--- src/rtl/operand_issue_scoreboard_pkg.sv ---
// Shared constants for the operand issue stage and its register scoreboard.
// Widths follow the core-wide constants: VADDR_WIDTH is the register address
// width, WORD_WIDTH the operand width. SB_CNT_WIDTH is the per-register
// in-flight write counter width, and SB_MAX_PENDING is its saturation value.
package operand_issue_scoreboard_pkg;

    localparam int VADDR_WIDTH    = 5;
    localparam int WORD_WIDTH     = 32;
    localparam int SB_CNT_WIDTH   = 2;
    localparam int SB_MAX_PENDING = (1 << SB_CNT_WIDTH) - 1;

    localparam logic [WORD_WIDTH-1:0] ZERO_WORD = '0;

endpackage

--- src/rtl/operand_issue_scoreboard_reg_scoreboard.sv ---
// Per-register in-flight write counters.
// Ports:
//   clk_i, rst_ni            clock, synchronous active-low reset
//   inc_en_i / inc_addr_i    an instruction writing inc_addr_i is issuing
//   dec_en_i / dec_addr_i    writeback to dec_addr_i commits this cycle
//   qN_en_i / qN_addr_i      source query N; qN_hazard_o = must wait
//   full_en_i / full_addr_i  destination query; full_o = counter saturated
//   err_o                    sticky: writeback found no pending write
// Register 0 is never counted and never reports a hazard.
module operand_issue_scoreboard_reg_scoreboard
    import operand_issue_scoreboard_pkg::*;
#(
    parameter int ADDR_W = VADDR_WIDTH,
    parameter int CNT_W  = SB_CNT_WIDTH
) (
    input  logic              clk_i,
    input  logic              rst_ni,
    input  logic              inc_en_i,
    input  logic [ADDR_W-1:0] inc_addr_i,
    input  logic              dec_en_i,
    input  logic [ADDR_W-1:0] dec_addr_i,
    input  logic              q1_en_i,
    input  logic [ADDR_W-1:0] q1_addr_i,
    output logic              q1_hazard_o,
    input  logic              q2_en_i,
    input  logic [ADDR_W-1:0] q2_addr_i,
    output logic              q2_hazard_o,
    input  logic              full_en_i,
    input  logic [ADDR_W-1:0] full_addr_i,
    output logic              full_o,
    output logic              err_o
);

    localparam int NUM_REGS = 2 ** ADDR_W;
    localparam logic [CNT_W-1:0] CNT_MAX = '1;
    localparam logic [CNT_W-1:0] CNT_ONE = CNT_W'(1);

    logic [CNT_W-1:0] cnt_q [NUM_REGS];
    logic [CNT_W-1:0] cnt_d [NUM_REGS];
    logic             err_q, err_d;
    logic             inc_live, dec_live, same_reg;

    // An increment and a decrement on the same register cancel out, and that
    // also suppresses the underflow error for that register.
    always_comb begin
        cnt_d    = cnt_q;
        err_d    = err_q;
        inc_live = inc_en_i && (inc_addr_i != '0);
        dec_live = dec_en_i && (dec_addr_i != '0);
        same_reg = inc_live && dec_live && (inc_addr_i == dec_addr_i);
        if (inc_live && !same_reg) begin
            cnt_d[inc_addr_i] = cnt_q[inc_addr_i] + CNT_ONE;
        end
        if (dec_live && !same_reg) begin
            if (cnt_q[dec_addr_i] == '0) begin
                err_d = 1'b1;
            end else begin
                cnt_d[dec_addr_i] = cnt_q[dec_addr_i] - CNT_ONE;
            end
        end
    end

    // A single pending write is resolved by a writeback in the same cycle
    // (the top bypasses its data); two or more are not.
    always_comb begin
        q1_hazard_o = q1_en_i && (q1_addr_i != '0) &&
                      ((cnt_q[q1_addr_i] > CNT_ONE) ||
                       ((cnt_q[q1_addr_i] == CNT_ONE) &&
                        !(dec_en_i && (dec_addr_i == q1_addr_i))));
        q2_hazard_o = q2_en_i && (q2_addr_i != '0) &&
                      ((cnt_q[q2_addr_i] > CNT_ONE) ||
                       ((cnt_q[q2_addr_i] == CNT_ONE) &&
                        !(dec_en_i && (dec_addr_i == q2_addr_i))));
        full_o      = full_en_i && (full_addr_i != '0) &&
                      (cnt_q[full_addr_i] == CNT_MAX) &&
                      !(dec_en_i && (dec_addr_i == full_addr_i));
    end

    always_ff @(posedge clk_i) begin
        if (!rst_ni) begin
            for (int i = 0; i < NUM_REGS; i++) begin
                cnt_q[i] <= '0;
            end
            err_q <= 1'b0;
        end else begin
            cnt_q <= cnt_d;
            err_q <= err_d;
        end
    end

    assign err_o = err_q;

endmodule

--- src/rtl/operand_issue_scoreboard.sv ---
// Issue stage between decode and execute.
// Holds one decoded instruction (S1), drives the register file read addresses
// from it, checks the scoreboard for RAW hazards and counter saturation, and
// captures operands (with writeback bypass) into the execute-facing register.
// Ports:
//   clk_i, rst_ni                 clock, synchronous active-low reset
//   dec_*                         decode handshake and instruction fields
//   rf_addr_src*_o / rf_data_*_i  register file read ports
//   wb_valid_i, wb_rd_i, wb_data_i writeback commit (RF updated next posedge)
//   ex_*                          execute handshake, operands, destination
//   sb_err_o                      sticky writeback-without-pending error
module operand_issue_scoreboard
    import operand_issue_scoreboard_pkg::*;
#(
    parameter int ADDR_W = VADDR_WIDTH,
    parameter int DATA_W = WORD_WIDTH,
    parameter int CNT_W  = SB_CNT_WIDTH
) (
    input  logic              clk_i,
    input  logic              rst_ni,
    input  logic              dec_valid_i,
    output logic              dec_ready_o,
    input  logic [ADDR_W-1:0] dec_rs1_i,
    input  logic [ADDR_W-1:0] dec_rs2_i,
    input  logic              dec_use_rs1_i,
    input  logic              dec_use_rs2_i,
    input  logic [ADDR_W-1:0] dec_rd_i,
    input  logic              dec_we_i,
    output logic [ADDR_W-1:0] rf_addr_src1_o,
    output logic [ADDR_W-1:0] rf_addr_src2_o,
    input  logic [DATA_W-1:0] rf_data_src1_i,
    input  logic [DATA_W-1:0] rf_data_src2_i,
    input  logic              wb_valid_i,
    input  logic [ADDR_W-1:0] wb_rd_i,
    input  logic [DATA_W-1:0] wb_data_i,
    output logic              ex_valid_o,
    input  logic              ex_ready_i,
    output logic [DATA_W-1:0] ex_op1_o,
    output logic [DATA_W-1:0] ex_op2_o,
    output logic [ADDR_W-1:0] ex_rd_o,
    output logic              ex_we_o,
    output logic              sb_err_o
);

    logic              s1_valid_q, s1_valid_d;
    logic [ADDR_W-1:0] s1_rs1_q, s1_rs1_d, s1_rs2_q, s1_rs2_d, s1_rd_q, s1_rd_d;
    logic              s1_use_rs1_q, s1_use_rs1_d, s1_use_rs2_q, s1_use_rs2_d;
    logic              s1_we_q, s1_we_d;

    logic              ex_valid_q, ex_valid_d;
    logic [DATA_W-1:0] ex_op1_q, ex_op1_d, ex_op2_q, ex_op2_d;
    logic [ADDR_W-1:0] ex_rd_q, ex_rd_d;
    logic              ex_we_q, ex_we_d;

    logic              hazard1, hazard2, full;
    logic              issue, dec_ready;
    logic [DATA_W-1:0] op1, op2;

    operand_issue_scoreboard_reg_scoreboard #(
        .ADDR_W (ADDR_W),
        .CNT_W  (CNT_W)
    ) u_reg_scoreboard (
        .clk_i       (clk_i),
        .rst_ni      (rst_ni),
        .inc_en_i    (issue && s1_we_q),
        .inc_addr_i  (s1_rd_q),
        .dec_en_i    (wb_valid_i),
        .dec_addr_i  (wb_rd_i),
        .q1_en_i     (s1_use_rs1_q),
        .q1_addr_i   (s1_rs1_q),
        .q1_hazard_o (hazard1),
        .q2_en_i     (s1_use_rs2_q),
        .q2_addr_i   (s1_rs2_q),
        .q2_hazard_o (hazard2),
        .full_en_i   (s1_we_q),
        .full_addr_i (s1_rd_q),
        .full_o      (full),
        .err_o       (sb_err_o)
    );

    // The register file has not yet absorbed this cycle's writeback, so a
    // matching writeback must win over the read data.
    always_comb begin
        op1 = ZERO_WORD[DATA_W-1:0];
        op2 = ZERO_WORD[DATA_W-1:0];
        if (s1_use_rs1_q && (s1_rs1_q != '0)) begin
            op1 = (wb_valid_i && (wb_rd_i == s1_rs1_q)) ? wb_data_i : rf_data_src1_i;
        end
        if (s1_use_rs2_q && (s1_rs2_q != '0)) begin
            op2 = (wb_valid_i && (wb_rd_i == s1_rs2_q)) ? wb_data_i : rf_data_src2_i;
        end
    end

    // Issue and accept in the same cycle lets S1 refill without a bubble.
    always_comb begin
        issue     = s1_valid_q && !hazard1 && !hazard2 && !full &&
                    (!ex_valid_q || ex_ready_i);
        dec_ready = !s1_valid_q || issue;
    end

    always_comb begin
        s1_valid_d   = s1_valid_q;
        s1_rs1_d     = s1_rs1_q;
        s1_rs2_d     = s1_rs2_q;
        s1_use_rs1_d = s1_use_rs1_q;
        s1_use_rs2_d = s1_use_rs2_q;
        s1_rd_d      = s1_rd_q;
        s1_we_d      = s1_we_q;
        if (dec_valid_i && dec_ready) begin
            s1_valid_d   = 1'b1;
            s1_rs1_d     = dec_rs1_i;
            s1_rs2_d     = dec_rs2_i;
            s1_use_rs1_d = dec_use_rs1_i;
            s1_use_rs2_d = dec_use_rs2_i;
            s1_rd_d      = dec_rd_i;
            s1_we_d      = dec_we_i;
        end else if (issue) begin
            s1_valid_d = 1'b0;
        end
    end

    // The EX register only changes on issue, so it stays stable while
    // execute is applying backpressure.
    always_comb begin
        ex_valid_d = ex_valid_q;
        ex_op1_d   = ex_op1_q;
        ex_op2_d   = ex_op2_q;
        ex_rd_d    = ex_rd_q;
        ex_we_d    = ex_we_q;
        if (issue) begin
            ex_valid_d = 1'b1;
            ex_op1_d   = op1;
            ex_op2_d   = op2;
            ex_rd_d    = s1_rd_q;
            ex_we_d    = s1_we_q;
        end else if (ex_ready_i) begin
            ex_valid_d = 1'b0;
        end
    end

    always_ff @(posedge clk_i) begin
        if (!rst_ni) begin
            s1_valid_q   <= 1'b0;
            s1_rs1_q     <= '0;
            s1_rs2_q     <= '0;
            s1_use_rs1_q <= 1'b0;
            s1_use_rs2_q <= 1'b0;
            s1_rd_q      <= '0;
            s1_we_q      <= 1'b0;
            ex_valid_q   <= 1'b0;
            ex_op1_q     <= '0;
            ex_op2_q     <= '0;
            ex_rd_q      <= '0;
            ex_we_q      <= 1'b0;
        end else begin
            s1_valid_q   <= s1_valid_d;
            s1_rs1_q     <= s1_rs1_d;
            s1_rs2_q     <= s1_rs2_d;
            s1_use_rs1_q <= s1_use_rs1_d;
            s1_use_rs2_q <= s1_use_rs2_d;
            s1_rd_q      <= s1_rd_d;
            s1_we_q      <= s1_we_d;
            ex_valid_q   <= ex_valid_d;
            ex_op1_q     <= ex_op1_d;
            ex_op2_q     <= ex_op2_d;
            ex_rd_q      <= ex_rd_d;
            ex_we_q      <= ex_we_d;
        end
    end

    assign dec_ready_o    = dec_ready;
    assign rf_addr_src1_o = s1_rs1_q;
    assign rf_addr_src2_o = s1_rs2_q;
    assign ex_valid_o     = ex_valid_q;
    assign ex_op1_o       = ex_op1_q;
    assign ex_op2_o       = ex_op2_q;
    assign ex_rd_o        = ex_rd_q;
    assign ex_we_o        = ex_we_q;

endmodule

--- config.mk ---
export PLATFORM = sky130hd
export DESIGN_NAME = operand_issue_scoreboard
export DESIGN_NICKNAME = d
export VERILOG_FILES = /design/src/rtl/operand_issue_scoreboard_pkg.sv /design/src/rtl/operand_issue_scoreboard_reg_scoreboard.sv /design/src/rtl/operand_issue_scoreboard.sv
export SDC_FILE = /design/constraint.sdc
export NUM_CORES = 1
export LEC_CHECK = 0
export CORE_ASPECT_RATIO = 0.9
export CORE_MARGIN = 4
export CORE_UTILIZATION = 34
export DETAILED_ROUTE_END_ITERATION = 6
export RECOVER_POWER = 50
export SYNTH_ARGS = -nofsm -noshare
export SYNTH_HDL_FRONTEND = slang
export SYNTH_SLANG_ARGS = --single-unit
--- constraint.sdc ---
create_clock -name clk_i -period 6.7 [get_ports clk_i]
set_input_delay 2.01 -clock clk_i [delete_from_list [all_inputs] [get_ports clk_i]]
set_output_delay 2.01 -clock clk_i [all_outputs]
set_load 0.05 [all_outputs]
======== Word-level counts from Yosys, hierarchy flattened ========
Index checks and enable logic that the tools add are counted.
W data, S select, Z words.
operators by class
  mux-type cells .......................... 29
  reduce and logical (&&, ||, !) cells .... 47
  equal/unequal tests ..................... 7
  magnitude comparators ................... 8
  bitwise logic cells ..................... 4
  add/sub/neg operators ................... 2
operators by type and width
  cell                   number
  $mux W64               3
  $bwmux W64             2
  $mux W32               4
  $bmux W2 S5            4
  $logic_and A1 B1 Y1    26
  $ge A6 B6 Y1 const B   4
  $not A5 Y6             4
  $demux W2 S5           2
  $eq A5 B5 Y1           4
  $mux W2                10
  $reduce_bool A5 Y1     4
  $lt A6 B1 Y1 const B   2
  $logic_not A1 Y1       9
  $eq A2 B1 Y1 const B   2
  $gt A2 B1 Y1 const B   2
  $logic_or A1 B1 Y1     4
  $mux W1                4
  $reduce_bool A2 Y1     2
  $add A2 B1 Y2 const B  1
  $eq A2 B2 Y1 const B   1
  $logic_not A2 Y1       1
  $reduce_and A2 Y1      1
  $sub A2 B1 Y2 const B  1
word-level totals
  register bits ........................... 155
  input port bits ......................... 124
  logic and storage cells ................. 142
  output and inout port bits .............. 83

======== Depth between registers and ports, before layout ========
Gate-level depths: netlist of the first run.
  depth in word-level cells ............... 23
  mapped depth ............................ 18
  mapped depth without buffers ............ 12

======== Hierarchy ========
From an unflattened synthesis of the first run, not the netlist that was laid out.
unflattened totals
  cells, all modules ...................... 1194
  area, all modules ....................... 10492.6 µm²
modules (own cells, without submodules)
  module                                   cells an instance  area an instance (µm²)  times used  sequential area each (µm²)
  operand_issue_scoreboard_reg_scoreboard  713                6358.6                  1           1301.2
  operand_issue_scoreboard                 481                4134.0                  1           1801.7

======== Worst setup path after synthesis of the first run ========
Ideal clock, no wire load.
  path kind ............................... input to output
  from .................................... in wb_rd_i[0]
  to ...................................... out dec_ready_o
  cell stages on the path ................. 12
  path buffers ............................ 4
  data required time ...................... 4.690 ns
  path slack .............................. 0.499 ns
  data arrival time ....................... 4.191 ns
  cell sequence ........................... buf_2 xor2_1 nor4_1 and3_1 or3_1 clkbuf_1 and3b_1 and3_1 buf_6 nand2_8 buf_4 nand2_1
between the ends
  cells in the longest elaborated chain, start to end .. 12
  elaborated cells on any way between the ends .. 24
  those cells by class .................... eq/ne (3); reduce/logical (21)
RTL lines
  item                                  RTL line                                       RTL
  start, declared                       operand_issue_scoreboard.sv:34                 input logic [ADDR_W-1:0] wb_rd_i,
  $eq A5 B5 Y1                          operand_issue_scoreboard_reg_scoreboard.sv:69  !(dec_en_i && (dec_addr_i == q1_addr_i))));
  $logic_and A1 B1 Y1                   operand_issue_scoreboard_reg_scoreboard.sv:69
  $logic_not A1 Y1                      operand_issue_scoreboard_reg_scoreboard.sv:69
  $logic_and A1 B1 Y1                   operand_issue_scoreboard_reg_scoreboard.sv:68  ((cnt_q[q1_addr_i] == CNT_ONE) &&
  $logic_or A1 B1 Y1                    operand_issue_scoreboard_reg_scoreboard.sv:67  ((cnt_q[q1_addr_i] > CNT_ONE) ||
  $logic_and A1 B1 Y1                   operand_issue_scoreboard_reg_scoreboard.sv:66  q1_hazard_o = q1_en_i && (q1_addr_i != '0) &&
  $logic_not A1 Y1                      operand_issue_scoreboard.sv:96                 issue = s1_valid_q && !hazard1 && !hazard2 && !full &&
  $logic_and A1 B1 Y1 (2 in a row)      operand_issue_scoreboard.sv:96
  $logic_and A1 B1 Y1 (*) (2 in a row)  operand_issue_scoreboard.sv:96
  $logic_or A1 B1 Y1 (*)                operand_issue_scoreboard.sv:98                 dec_ready = !s1_valid_q || issue;
  end, declared                         operand_issue_scoreboard.sv:22                 output logic dec_ready_o,
Every way passes the cells marked *; elsewhere a longest branch is shown, timed or not.

======== Final worst setup path of the first run ========
Same ends and word-level chain as after synthesis.

==> results of run 1 <==
cells by family after synthesis:
group	count (synthesis)	synth area share [%]
xor gates and xnor gates	15	1.266
DFF	155	29.90
and+or+nand+nor	393	20.35
buffers and inverters	129	6.160
AOI/OAI and AO/OA	298	17.85
adders and majority gates	2	0.2411
muxes	181	24.23
state kept, by name (all words and copies together), names as in the netlist:
name,count
u_reg_scoreboard.cnt_q,64
ex_rd_o,5
rf_addr_src2_o,5
s1_use_rs1_q,1
s1_we_q,1
ex_op2_o,32
u_reg_scoreboard.err_o,1
ex_valid_o,1
s1_use_rs2_q,1
s1_rd_q,5
ex_we_o,1
s1_valid_q,1
rf_addr_src1_o,5
ex_op1_o,32
final timing paths:
path	start	endpoint	slack, ns	cells after the start
worst max-delay path	wb_rd_i[0]	dec_ready_o	0.26	10
worst min-delay path	ex_op1_o[14]	ex_op1_o[14]	0.45	2
worst max register to register	s1_rd_q[1]	ex_op1_o[27]	1.84	13
worst min register to register	ex_op1_o[14]	ex_op1_o[14]	0.45	2
cell type report:
type,count,area [um2],share of cell area [%]
Clock buffer,20,446.7,3.379
Timing Repair Buffer,245,2351,17.78
Tap cell,403,504.2,3.814
Inverter,7,26.28,0.1988
Multi-Input combinational cell,889,6645,50.26
Sequential cell,155,3103,23.47
Clock inverter,10,143.9,1.088
cell usage after synthesis (all sizes together) (2+ instances only):
master	n
nand2	122
a31oi	20
mux2i	123
a32oi	3
ha	2
nor3b	23
nand2b	2
nor2b	5
a22oi	15
clkbuf	68
nor2	43
o221a	2
o21ai	64
nor3	14
and3b	4
or3	68
o211a	10
or3b	3
nand3b	9
o22ai	5
and3	9
a221oi	13
o211ai	26
a211oi	6
nand4	26
nor4	4
a21o	2
a311oi	2
nor4b	2
or4	2
a21oi	111
or2	3
xnor2	3
xor2	12
and2	10
inv	6
mux2	2
buf	54
nand3	41
o21a	13
a21boi	2
mux4	56
dfxtp	155
through the flow:
step           worst slack (ns)  cell area, um2  power [mW]  utilization [%]  hold WS (ns)
2_1_floorplan            0.4987           10380       1.339                -        0.4793
6_report                 0.2611           13220       2.543            44.03        0.4452
3_5_place_dp             0.1380           12630       1.551            42.07        0.4435
5_1_grt                 0.09222           13220       2.633            44.03        0.4620
3_3_place_gp             0.1772           12630       1.550            42.07        0.4377
4_1_cts                  0.1202           13220       2.555            44.03        0.4509
worst register-to-register path: cells and delay by family, from the launching register on:
family / cells / cell delay (ns)
simple gates: 7 / 1.43
buf+inv: 2 / 1.32
flops: 1 / 1.10
mux: 1 / 0.46
fa+ha+maj: 1 / 0.23
compound gates: 2 / 0.17
power groups by stage:
stage | sequential, mW | clock [mW] | combinational (mW)
final | 1.01 | 1.01 | 0.529
after floorplan | 1.04 | 0 | 0.302
after global routing | 1.01 | 1.06 | 0.561
after global placement | 1.03 | 0 | 0.524
after detailed placement | 1.03 | 0 | 0.526
after CTS | 1.01 | 1.02 | 0.528
per-layer routing:
layer	part of all wire [%]	wire, um	global-route usage, %
met4	3.0	1255	8.051
met5	0	0	0
met1	42	17380	32.98
met3	9.4	3871	5.820
met2	46	18850	37.00
layout by cell type (no fill, tap or decap), types with 12 or more instances in the layout:
| cell type | count |
|---|---|
| nand3_1 | 41 |
| or3_1 | 68 |
| o211ai_1 | 26 |
| buf_4 | 37 |
| dlygate4sd3_1 | 82 |
| a221oi_1 | 13 |
| dfxtp_1 | 155 |
| a22oi_1 | 15 |
| a21oi_1 | 111 |
| xor2_1 | 12 |
| nand2_1 | 121 |
| o21a_1 | 13 |
| mux2i_1 | 123 |
| clkdlybuf4s50_1 | 122 |
| mux4_2 | 56 |
| nor3b_1 | 23 |
| clkbuf_16 | 17 |
| o21ai_0 | 63 |
| nor2_1 | 42 |
| nand4_1 | 26 |
| a31oi_1 | 20 |
==> qor.txt, run 1 <==
Slew Viols, Final: 103
CP Capture Type: primary output
Post-CTS Resized: 0
Area growth, synth to finish: 27.38%
Synth warn: 0
First-pass GRT wire length: 61960 um
Register area share after synthesis: 29.90%
Ys async rst share: 0%
Post-Layout Cell Count: 1729
Crit path kind: in2out
Total CTS buffers: 17
Top cell type's share of synthesized area: 29.90%
H-tree Lvls: 4
Clock sink total: 155
Worst hold path class: reg2reg
Synth cell types: 63
Fmax: 155.3 MHz
Fin nets: 1441
Port bufs: 206
Gate Count Post-Synth: 1173
Initial antenna violation count: 0
Crit-path slowest cell: clkdlybuf4s50_1
CTS Buffer Depth: 2
Root buffer cell: clkbuf_16
Detailed placement HPWL: 28690 um
Final Wtd Congestion: 0.9514
Die area: 33390 um2
EDFF count, synth: 0
Violated checks: max-capacitance violations, max-slew violations
Chip height: 173.8 um
CP Cell Sequence: clkdlybuf4s50_1 > xor2_1 > nor4_1 > and3_1 > or3_1 > and3b_1 > and3_1 > nand2_8 > nand2_1 > buf_12
Final setup viols: 0
WL/cell: 23.92 um
I/O Pins: 207
Peak VDD IR: 0.1746 mV
Hold buffer count at CTS: 0
Gr usage total: 24.00%
Placed insts: 1699
First-pass DRT Iterations: 5
Starting Density: 34.56%
Layout cells sized above 1: 11.31%
Sw Pwr: 0.7956 mW
Synth top area cells: dfxtp_1 (30%), mux4_2 (12%), mux2i_1 (12%), a21oi_1 (5.4%), nand2_1 (4.4%)
TNS Setup: 0 ns
Crit-path max FO: 5
Worst-path clk slew: 0.06 ns
Comb pwr share: 20.8%
Post-CTS setup buffers: 0
Vias after detailed routing: 10.31k
Unrepaired setup endpoints after global routing: false
Rel. slew slack: -183.5%
Final setup skew: 0.01151 ns
Number of global-route vias before repair: 9842
CP bufs+invs: 2
Worst path max stage delay: 0.65 ns
Die W: 192.2 um
Final wirelength: 41360 um
WP data required: 4.69 ns
Synthesized Nets: 1299
Worst-skew pair later-pin latency: 0.44 ns
CTS tree: yes
Total core area: 30030 um2
CP arrival: 4.43 ns
Final Cycle Share: 96.10%
Leak pwr: 4.291 nW
Pin count of the biggest net entering global routing: 113
GRT Residual Overflow: 0
Outcome: finished, violations left
Sequential power share: 39.6%
Post-synth top flop: dfxtp_1
Post-DRT Antenna Nets: 0
Hold Vio Cnt, Final: 0
Mapped cell area: 10380 um2
CP dominant cell by count: and3_1
Post-Syn Area per Cell: 8.848 um2
Cell Pwr Density: 192.4 nW/um2
Via density per instance: 5.962
Startpoint Class: primary input
Internal power: 1.748 mW
Period minus WS final: 6.439 ns
Sw frac: 31.28%
Max-cap violations: 1
Ant diodes: 0
Fillers: 2943
1st-iter DRT viols: 1166
#FFs+latches synth: 155
Clock network power share: 39.6%
CP top delay family: simple AND/OR/NAND/NOR gates
DRC viols: 0
Num rows: 60
Slew at the pin closest to its max-slew limit: 4.252 ns
Area leader, netlist: dfxtp_1
Note: power is estimated with default switching activity, not from simulation.
==> run 2: changes to the inputs <==
--- a/config.mk
+++ b/config.mk
@@ -9,6 +9,7 @@
 export CORE_MARGIN = 4
 export CORE_UTILIZATION = 34
 export DETAILED_ROUTE_END_ITERATION = 6
+export GPL_TIMING_DRIVEN = 0
 export RECOVER_POWER = 50
 export SYNTH_ARGS = -nofsm -noshare
 export SYNTH_HDL_FRONTEND = slang
==> constraint.sdc (replaced) <==
create_clock -name clk_i -period 6.7 [get_ports clk_i]
set_input_delay 1.34 -clock clk_i [delete_from_list [all_inputs] [get_ports clk_i]]
set_output_delay 1.34 -clock clk_i [all_outputs]
set_load 0.05 [all_outputs]
==> run 2 against run 1 <==
- combinational power grew 11%
- largest power group is now the clock network
- critical path depth up 7
- final area rose by 2.0%
- critical path type is now reg2out
- routed wire length rose by 9.9%
- the flow finishes with violations (design-rule violations)
- via count is 3.3% higher
- fmax fell by 1.1%
- power grew 2.6%
- clock skew increased by 0.012 ns
- first-iteration DRC count fell by 13%
- register-to-register slack gained 0.15 ns
- flip-flop and latch count unchanged
- sequential power shrank 4%
==> qor.txt, run 2 (synthesized netlist as in run 1, its figures left out) <==
Outcome: finished, violations left
CP Capture Type: primary output
Crit-path max FO: 10
Hold depth: 2
I/O Pins: 207
CTS tree: yes
Gr usage total: 26.56%
Detailed placement HPWL: 35560 um
Post-Layout Cell Count: 1807
Num rows: 60
First-pass DRT Iterations: 7
Violated checks: design-rule violations
Total core area: 30030 um2
Sw Pwr: 0.8398 mW
H-tree Lvls: 4
Starting Density: 34.56%
Area growth, synth to finish: 29.89%
Clock sink total: 155
Chip height: 173.8 um
Cell Pwr Density: 193.6 nW/um2
Crit-path slowest cell: clkdlybuf4s50_1
Number of flip-flops in the largest register: 64
WHS Endpoint: ex_op1_o[29]
Initial antenna violation count: 1
1st-iter DRT viols: 1019
R2r startpoint: s1_rd_q[1]
CP arrival: 5.17 ns
Most common cell after layout, fill and taps aside: dfxtp_1
Final wirelength: 45470 um
Pin count of the biggest net entering global routing: 19
WP data required: 5.36 ns
Root buffer cell: clkbuf_16
Internal power: 1.770 mW
Die W: 192.2 um
Min-delay src: ex_op1_o[29]
Worst-path clk slew: 0.06 ns
Fmax: 153.5 MHz
WL/cell: 25.16 um
CP bufs+invs: 7
Die area: 33390 um2
Worst-skew pair later-pin latency: 0.44 ns
Ant diodes: 0
Period minus WS final: 6.513 ns
Multi-input gate area: 6636 um2
Crit path kind: reg2out
Rel. slew slack: 20.75%
Seq. cell area: 3103 um2
Cells on worst reg2reg path: 17
Total CTS buffers: 17
DRC viols: 1
Number of global-route vias before repair: 10.44k
Slew Viols, Final: 0
Port bufs: 200
Startpoint Class: register
Placed insts: 1776
Layout cells sized above 1: 10.90%
PnR Total Power: 2.610 mW
First-pass GRT wire length: 67130 um
Comb pwr share: 22.5%
RR Endpoint: s1_rd_q[1]
Worst hold path class: reg2reg
Worst path max stage delay: 0.87 ns
Final Cycle Share: 97.21%
Slew at the pin closest to its max-slew limit: 1.180 ns
Clock network power share: 40.2%
Sw frac: 32.18%
Vias after detailed routing: 10.65k
CP Cell Sequence: buf_2 > clkbuf_1 > clkbuf_2 > mux4_2 > a22oi_1 > nand4_1 > ha_1 > nand2_1 > or3_1 > clkbuf_1 > and3b_1 > and3_1 > buf_6 > nand2_8 > buf_4 > nand2_1 > clkdlybuf4s50_1
Final setup skew: 0.02335 ns
Most flop-heavy register: u_reg_scoreboard.cnt_q
Max-cap violations: 0
Leak pwr: 4.397 nW
Post-CTS setup buffers: 0
GRT Residual Overflow: 0
Hold Vio Cnt, Final: 0
Fillers: 2989
Most frequent cells in the layout: dfxtp_1 (155), mux2i_1 (123), nand2_1 (121)
Final setup viols: 0
Peak VDD IR: 0.1676 mV
Hold buffer count at CTS: 0
Sequential power share: 37.2%
Fin nets: 1517
Final Wtd Congestion: 0.9926
TNS Setup: 0 ns
Via density per instance: 5.892
Unrepaired setup endpoints after global routing: false
Post-DRT Antenna Nets: 0
CTS Buffer Depth: 2
R2R setup slack: 1.99 ns
CP top delay family: buffers and inverters
-- run 2: per-layer routing --
metal	share of wire [%]	track usage, %	wire length [um]	vias to the layer above
met5	0	0	0	-
met4	2.2	7.100	1015	0
met2	45	40.05	20350	585
li1	-	-	-	4851
met1	43	37.81	19740	5145
met3	9.6	6.766	4360	66
-- run 2: power by group through the flow --
stage / Clock, mW / Combinational, mW / Sequential, mW
2_1_floorplan: 0 / 0.302 / 1.04
3_3_place_gp: 0 / 0.591 / 0.991
3_5_place_dp: 0 / 0.590 / 0.992
4_1_cts: 1.07 / 0.592 / 0.971
5_1_grt: 1.11 / 0.627 / 0.973
6_report: 1.05 / 0.589 / 0.971
-- run 2: what timing repair did --
item | 4_1_cts | 5_1_grt
endpoints found under the setup margin | 1 | 0
resized for setup | 2 | 0
hold endpoints to repair | 0 | 0
-- run 2: how the worst max path moves through the flow --
stage	cells past startpoint	startpoint	to	slack, ns
5_1_grt	17	s1_rd_q[1]	dec_ready_o	0.03
3_3_place_gp	17	s1_rd_q[0]	dec_ready_o	0.05
3_5_place_dp	17	s1_rd_q[0]	dec_ready_o	0.09
2_1_floorplan	16	s1_rd_q[0]	dec_ready_o	1.61
4_1_cts	17	s1_rd_q[1]	dec_ready_o	0.21
6_report	17	s1_rd_q[1]	dec_ready_o	0.19
-- run 2: area by class of cell --
cell class	instances	area share [%]
buffer	121	4.362
clock buffer	18	3.258
clock inverter	14	1.346
inverter	7	0.1949
multi-input combinational	889	49.23
sequential	155	23.02
tap	403	3.740
timing repair buffer	200	14.85
-- run 2: worst register-to-register path, cell delays in order, from the launching register on --
cell      delay [ns]
dfxtp_1         0.30
buf_2           0.24
clkbuf_1        0.46
clkbuf_2        0.41
mux4_2          0.28
a22oi_1         0.09
nand4_1         0.15
ha_1            0.20
nand2_1         0.05
or3_1           0.30
clkbuf_1        0.21
and3b_1         0.24
and3_1          0.19
buf_6           0.14
nand2_8         0.12
clkbuf_1        0.46
clkbuf_1        0.50
o211ai_1        0.22
-- run 2: per-stage QoR --
| stage | setup WS, ns | cell area [um2] | hold WS [ns] | util (%) |
|---|---|---|---|---|
| 3_5_place_dp | 0.09121 | 12880 | 0.4443 | 42.91 |
| 3_3_place_gp | 0.05029 | 12880 | 0.4382 | 42.91 |
| 4_1_cts | 0.2146 | 13500 | 0.4518 | 44.97 |
| 6_report | 0.1872 | 13480 | 0.4467 | 44.89 |
| 2_1_floorplan | 1.612 | 10380 | 0.4793 | - |
| 5_1_grt | 0.03049 | 13480 | 0.4677 | 44.89 |
